[config.mk]
export PLATFORM = sky130hd
export DESIGN_NAME = mips_multicycle_ctrl
export DESIGN_NICKNAME = d
export VERILOG_FILES = /design/src/rtl/mips_ctrl_pkg.sv /design/src/rtl/mips_ctrl_decode.sv /design/src/rtl/mips_multicycle_ctrl.sv
export SDC_FILE = /design/constraint.sdc
export NUM_CORES = 1
export LEC_CHECK = 0
export BUFFER_PORTS_ARGS = -buffer_cell sky130_fd_sc_hd__buf_2
export CORE_MARGIN = 4
export CORE_UTILIZATION = 57
export DETAILED_ROUTE_END_ITERATION = 8
export PLACE_DENSITY = 0.87
export SETUP_SLACK_MARGIN = 0.02
export SYNTH_ARGS = -nofsm -noshare
export SYNTH_HDL_FRONTEND = slang
export SYNTH_HIERARCHICAL = 1
export SYNTH_SLANG_ARGS = --single-unit
[constraint.sdc]
create_clock -name clk -period 3.2 [get_ports clk]
set_input_delay 0.16 -clock clk [delete_from_list [all_inputs] [get_ports clk]]
set_output_delay 0.16 -clock clk [all_outputs]
set_load 0.01 [all_outputs]
[src/rtl/mips_ctrl_pkg.sv]
// Shared types and encodings for the multicycle MIPS control unit.
// Imported by the control FSM and its opcode classifier.
package mips_ctrl_pkg;

  typedef enum logic [3:0] {
    S_IDLE      = 4'd0,
    S_FETCH     = 4'd1,
    S_DECODE    = 4'd2,
    S_MEM_ADDR  = 4'd3,
    S_MEM_READ  = 4'd4,
    S_MEM_WB    = 4'd5,
    S_MEM_WRITE = 4'd6,
    S_R_EXEC    = 4'd7,
    S_R_WB      = 4'd8,
    S_BRANCH    = 4'd9,
    S_JUMP      = 4'd10,
    S_I_EXEC    = 4'd11,
    S_I_WB      = 4'd12,
    S_HALT      = 4'd13
  } state_t;

  localparam logic [5:0] OP_RTYPE = 6'h00;
  localparam logic [5:0] OP_LW    = 6'h23;
  localparam logic [5:0] OP_SW    = 6'h2B;
  localparam logic [5:0] OP_BEQ   = 6'h04;
  localparam logic [5:0] OP_ADDI  = 6'h08;
  localparam logic [5:0] OP_J     = 6'h02;

  localparam logic [1:0] ALU_ADD   = 2'b00;
  localparam logic [1:0] ALU_SUB   = 2'b01;
  localparam logic [1:0] ALU_FUNCT = 2'b10;

  localparam logic [1:0] SRCB_REG    = 2'd0;
  localparam logic [1:0] SRCB_FOUR   = 2'd1;
  localparam logic [1:0] SRCB_IMM    = 2'd2;
  localparam logic [1:0] SRCB_IMM_SH = 2'd3;

  localparam logic [1:0] PC_ALU    = 2'd0;
  localparam logic [1:0] PC_ALUOUT = 2'd1;
  localparam logic [1:0] PC_JUMP   = 2'd2;

  typedef struct packed {
    logic       mem_req;
    logic       mem_we;
    logic       iord;
    logic       ir_we;
    logic       pc_we;
    logic [1:0] pc_src;
    logic       reg_we;
    logic       reg_dst;
    logic       mem_to_reg;
    logic       alu_src_a;
    logic [1:0] alu_src_b;
    logic [1:0] alu_op;
  } ctrl_t;

endpackage

[src/rtl/mips_ctrl_decode.sv]
// Opcode classifier: picks the state that follows DECODE.
// Unknown opcodes route to HALT and are flagged illegal.
module mips_ctrl_decode
  import mips_ctrl_pkg::*;
#(
  parameter logic [5:0] HALT_OPCODE = 6'h3F
) (
  input  logic [5:0] opcode,
  output state_t     dec_state,
  output logic       dec_illegal
);

  always_comb begin
    dec_state   = S_HALT;
    dec_illegal = 1'b0;
    // The halt opcode wins even if it aliases a real instruction.
    if (opcode == HALT_OPCODE) begin
      dec_state = S_HALT;
    end else begin
      unique case (opcode)
        OP_RTYPE: dec_state = S_R_EXEC;
        OP_LW:    dec_state = S_MEM_ADDR;
        OP_SW:    dec_state = S_MEM_ADDR;
        OP_BEQ:   dec_state = S_BRANCH;
        OP_ADDI:  dec_state = S_I_EXEC;
        OP_J:     dec_state = S_JUMP;
        default: begin
          dec_state   = S_HALT;
          dec_illegal = 1'b1;
        end
      endcase
    end
  end

endmodule

[src/rtl/mips_multicycle_ctrl.sv]
// Multicycle MIPS control FSM: sequences fetch through write-back
// over one shared memory port and counts retired instructions.
module mips_multicycle_ctrl
  import mips_ctrl_pkg::*;
#(
  parameter logic [5:0] HALT_OPCODE = 6'h3F,
  parameter int         CNT_W       = 32
) (
  input  logic             clk,
  input  logic             rst,
  input  logic [5:0]       opcode,
  input  logic             zero,
  input  logic             mem_ready,
  output logic             mem_req,
  output logic             mem_we,
  output logic             iord,
  output logic             ir_we,
  output logic             pc_we,
  output logic [1:0]       pc_src,
  output logic             reg_we,
  output logic             reg_dst,
  output logic             mem_to_reg,
  output logic             alu_src_a,
  output logic [1:0]       alu_src_b,
  output logic [1:0]       alu_op,
  output logic             halt,
  output logic             illegal,
  output logic [3:0]       state,
  output logic [CNT_W-1:0] retired
);

  localparam logic [CNT_W-1:0] CNT_ONE = {{(CNT_W-1){1'b0}}, 1'b1};

  state_t           state_q;
  state_t           state_d;
  state_t           dec_state;
  logic             dec_illegal;
  logic             ill_q;
  logic             retire;
  logic [CNT_W-1:0] cnt_q;
  ctrl_t            c;

  mips_ctrl_decode #(
    .HALT_OPCODE(HALT_OPCODE)
  ) u_decode (
    .opcode     (opcode),
    .dec_state  (dec_state),
    .dec_illegal(dec_illegal)
  );

  always_ff @(posedge clk or negedge rst) begin
    if (!rst) begin
      state_q <= S_IDLE;
    end else begin
      state_q <= state_d;
    end
  end

  always_ff @(posedge clk or negedge rst) begin
    if (!rst) begin
      ill_q <= 1'b0;
    end else if (state_q == S_DECODE) begin
      ill_q <= dec_illegal;
    end
  end

  // Saturating: the counter parks at all-ones instead of wrapping.
  always_ff @(posedge clk or negedge rst) begin
    if (!rst) begin
      cnt_q <= '0;
    end else if (retire && !(&cnt_q)) begin
      cnt_q <= cnt_q + CNT_ONE;
    end
  end

  always_comb begin
    state_d = state_q;
    retire  = 1'b0;
    unique case (state_q)
      S_IDLE:   state_d = S_FETCH;
      S_FETCH:  if (mem_ready) state_d = S_DECODE;
      S_DECODE: state_d = dec_state;
      S_MEM_ADDR: begin
        state_d = (opcode == OP_LW) ? S_MEM_READ : S_MEM_WRITE;
      end
      S_MEM_READ: if (mem_ready) state_d = S_MEM_WB;
      S_MEM_WRITE: begin
        if (mem_ready) begin
          state_d = S_FETCH;
          retire  = 1'b1;
        end
      end
      S_R_EXEC: state_d = S_R_WB;
      S_I_EXEC: state_d = S_I_WB;
      S_MEM_WB, S_R_WB, S_I_WB, S_BRANCH, S_JUMP: begin
        state_d = S_FETCH;
        retire  = 1'b1;
      end
      S_HALT:  state_d = S_HALT;
      default: state_d = S_IDLE;
    endcase
  end

  // Selects are pure state decode; only ir_we/pc_we see the inputs.
  always_comb begin
    c = '0;
    unique case (state_q)
      S_FETCH: begin
        c.mem_req   = 1'b1;
        c.alu_src_b = SRCB_FOUR;
        c.alu_op    = ALU_ADD;
        c.pc_src    = PC_ALU;
        c.ir_we     = mem_ready;
        c.pc_we     = mem_ready;
      end
      S_DECODE: begin
        c.alu_src_b = SRCB_IMM_SH;
        c.alu_op    = ALU_ADD;
      end
      S_MEM_ADDR, S_I_EXEC: begin
        c.alu_src_a = 1'b1;
        c.alu_src_b = SRCB_IMM;
        c.alu_op    = ALU_ADD;
      end
      S_MEM_READ: begin
        c.mem_req = 1'b1;
        c.iord    = 1'b1;
      end
      S_MEM_WRITE: begin
        c.mem_req = 1'b1;
        c.mem_we  = 1'b1;
        c.iord    = 1'b1;
      end
      S_MEM_WB: begin
        c.reg_we     = 1'b1;
        c.mem_to_reg = 1'b1;
      end
      S_R_EXEC: begin
        c.alu_src_a = 1'b1;
        c.alu_src_b = SRCB_REG;
        c.alu_op    = ALU_FUNCT;
      end
      S_R_WB: begin
        c.reg_we  = 1'b1;
        c.reg_dst = 1'b1;
      end
      S_I_WB: c.reg_we = 1'b1;
      S_BRANCH: begin
        c.alu_src_a = 1'b1;
        c.alu_src_b = SRCB_REG;
        c.alu_op    = ALU_SUB;
        c.pc_src    = PC_ALUOUT;
        c.pc_we     = zero;
      end
      S_JUMP: begin
        c.pc_we  = 1'b1;
        c.pc_src = PC_JUMP;
      end
      default: c = '0;
    endcase
  end

  assign mem_req    = c.mem_req;
  assign mem_we     = c.mem_we;
  assign iord       = c.iord;
  assign ir_we      = c.ir_we;
  assign pc_we      = c.pc_we;
  assign pc_src     = c.pc_src;
  assign reg_we     = c.reg_we;
  assign reg_dst    = c.reg_dst;
  assign mem_to_reg = c.mem_to_reg;
  assign alu_src_a  = c.alu_src_a;
  assign alu_src_b  = c.alu_src_b;
  assign alu_op     = c.alu_op;
  assign halt       = (state_q == S_HALT);
  assign illegal    = ill_q;
  assign state      = state_q;
  assign retired    = cnt_q;

endmodule

==> impl_metrics.json <==
{
  "r2r_setup_slack_ns": 0.57,
  "p_switching_mw": 0.6728,
  "drive_gt1_share_pct": 27.65,
  "first_global_vias": 2024,
  "ys_seq_area_share_pct": 39.57,
  "synth_top_family_by_area": "simple AND/OR/NAND/NOR gates",
  "antenna_found_initial": 0,
  "synth_adder_area_share_pct": 1.444,
  "p_int_mw": 0.9728,
  "layoutNonFillerInstCount": 361,
  "pwr-share-comb_pct": 38.2,
  "cts_root_buf": "clkbuf_8",
  "place.gp.congestion": 0.8696,
  "period_share_pct": 82.12,
  "synth_area_per_cell_um2": 9.359,
  "dieArea_um2": 5194,
  "path_clk_slew_ns": 0.08,
  "cpPeakStageDelay_ns": 0.69,
  "clk_path_buf_depth": 2,
  "postRouteAntennaNets": 0,
  "core_area_um2": 3971,
  "fmax_mhz": 380.5,
  "firstDrtPassIters": 4,
  "fin_crit_ns": 2.628,
  "overflow": 0,
  "grt_max_degree": 38,
  "wl_per_cell_um": 15.65,
  "finClkSkew_ns": 0.009316,
  "drt_wl_total_um": 5650,
  "drv_cap": 0,
  "pwr-share-clk_pct": 21.1,
  "die_y_um": 72.07,
  "synthXorXnorAreaFrac_pct": 11.60,
  "start_util_pct": 58.92,
  "placedCellCount": 352,
  "yosysWarnings": 6,
  "leakage_nw": 1.361,
  "status": "finished clean",
  "yosysMostFrequentCell": "dfrtp_1",
  "cts_buffers": 5,
  "path_common_cell": "or2_1",
  "ys.flop_type": "dfrtp_1",
  "ys_top_cells_by_count": "37 x dfrtp_1, 20 x nand3_1, 19 x nand2_1",
  "antenna_cells": 0,
  "synth_cell_types": 52,
  "htreeDepth": 2,
  "die_x_um": 72.07,
  "cts.sinks": 37,
  "netlist_area_um2": 2340,
  "worstPathRequired_ns": 3.38,
  "grt_pass1_wl_um": 9646,
  "cp_max_fo": 19,
  "power_density_nw_per_um2": 597.3,
  "synthMuxAreaShare_pct": 1.444,
  "hold_viol_final": 0,
  "synth.area.top_cells": "dfrtp_1 40%, xor2_1 6.4%, xnor2_1 5.2%",
  "first_iter_violations": 246,
  "yosys.area.top_type": "dfrtp_1",
  "ir_drop_uv": 449.1,
  "synth-seq-cells": 37,
  "finalSetupTns_ns": 0,
  "crit_slowest_cell": "dfrtp_1",
  "syn_nets": 261,
  "cp-start-kind": "register",
  "grt_use_total_pct": 22.83,
  "slew_headroom_pct": 45.43,
  "final_max_slew_viol_count": 0,
  "synth_top_area_share_pct": 39.57,
  "dp_hpwl_um": 4124,
  "fin_nets": 321,
  "crit_type": "register to register",
  "switching_share_pct": 40.88,
  "pwr-share-seq_pct": 40.7,
  "yosys.area_share.simple_pct": 32.19,
  "io-pin-count": 63,
  "cp_cell_sequence": "and2b_1 > a221oi_1 > or2_1 > or2_1 > mux2_1",
  "cts_tree": "built",
  "rsz0062_at_grt": "false",
  "synth-compound-area-share_pct": 9.251,
  "timing.hold.worst.class": "primary input to register",
  "num_vias": 2200,
  "io_buffer_count": 62,
  "ctsResizeCount": 0,
  "cp-end-kind": "register",
  "tightest_slew_ns": 0.8185,
  "crit_arrival_ns": 2.81,
  "rows": 23,
  "routed_via_density": 6.094,
  "drc_errors": 0,
  "ys_async_sr_fraction_pct": 100.0,
  "clkLatencyLatePin_ns": 0.29,
  "area_growth_pct": 17.75,
  "setup_violations": 0,
  "syn_inst": 250,
  "synth-edff-count": 0
}
-- cell families after synthesis --
logic type	Yosys count
adders and majority gates	3
AOI/OAI and AO/OA	31
muxes	3
and+or+nand+nor	126
xor gates and xnor gates	31
DFF	37
buffers and inverters	19
-- timing repair --
action / in CTS / in global routing
endpoints found under the hold margin: 37 / 0
hold buffers: 1 / 0
buffers inserted: 0 / 0
-- cells in the final DEF (no fill, tap or decap), types with 2 or more instances in the layout --
| cell type | count |
|---|---|
| mux2_2 | 2 |
| nor4b_1 | 2 |
| nand2_1 | 19 |
| nor3_1 | 10 |
| and2_1 | 3 |
| a21oi_1 | 8 |
| xor2_1 | 17 |
| nand2b_1 | 4 |
| o21a_1 | 2 |
| clkbuf_8 | 6 |
| a22oi_1 | 2 |
| buf_2 | 62 |
| and4_1 | 4 |
| or2_1 | 2 |
| buf_4 | 2 |
| inv_1 | 7 |
| nor2_1 | 16 |
| nand3_1 | 20 |
| nand4_1 | 9 |
| nor4_2 | 3 |
| nand4_2 | 2 |
| xnor2_1 | 14 |
| dfrtp_1 | 37 |
| nor3b_1 | 2 |
| and3_1 | 7 |
| nand4b_1 | 2 |
| o21ai_0 | 4 |
| nor4_1 | 13 |
| a211oi_1 | 4 |
| a211o_1 | 2 |
-- sequential cells by signal, summed over array words and instances, names as in the netlist --
register / count
retired: 32
illegal: 1
state: 4
-- worst max-delay path, delay by kind of cell, from the launching register on --
kind | cells | cell delay, ns
and+or+nand+nor | 3 | 0.96
AOI/OAI and AO/OA | 1 | 0.55
muxes | 1 | 0.33
DFF | 1 | 0.69
-- path summary, 6_finish.rpt --
path	cells past startpoint	start	end
min	2	mem_ready	state[1]
min reg2reg	1	retired[6]	retired[6]
max reg2reg	5	state[0]	retired[1]
max in group asynchronous	2	rst	retired[27]
max	5	state[0]	retired[1]
min in group asynchronous	2	rst	retired[5]
-- through the flow --
| stage | power, mW | utilization (%) | instance area [µm²] | setup WS (ns) | hold WS [ns] |
|---|---|---|---|---|---|
| after floorplan | 1.118 | - | 2340 | 1.088 | -0.1356 |
| final | 1.646 | 69.38 | 2755 | 0.5721 | 0.1659 |
| after detailed placement | 1.299 | 66.70 | 2649 | 0.6221 | 0.3048 |
| after CTS | 1.651 | 69.38 | 2755 | 0.6108 | 0.1554 |
| after global placement | 1.272 | 66.70 | 2649 | 0.7821 | 0.2824 |
| after global routing | 1.762 | 69.38 | 2755 | 0.4258 | 0.1769 |
-- per-layer routing --
layer | up-vias | global-route usage, % | wire length, µm
met4 | 0 | 5.428 | 66
li1 | 1042 | - | -
met2 | 92 | 35.19 | 2630
met1 | 1057 | 33.00 | 2574
met3 | 9 | 4.848 | 378
met5 | - | 0 | 0
-- area by class of cell --
cell class | instances | area, µm²
Fill cell | 310 | 1216
Inverter | 7 | 26.28
Timing Repair Buffer | 65 | 335.3
Sequential cell | 37 | 925.9
Tap cell | 50 | 62.56
Multi-Input combinational cell | 194 | 1309
Clock inverter | 2 | 13.76
Clock buffer | 6 | 82.58
-- power by group through the flow --
| stage | clock network, mW | registers, mW | logic [mW] |
|---|---|---|---|
| final | 0.348 | 0.669 | 0.628 |
| after global routing | 0.375 | 0.690 | 0.696 |
| after CTS | 0.355 | 0.667 | 0.630 |
| after detailed placement | 0 | 0.674 | 0.625 |
| after global placement | 0 | 0.666 | 0.606 |
| after floorplan | 0 | 0.628 | 0.490 |
(Power assumes the default switching activity.)
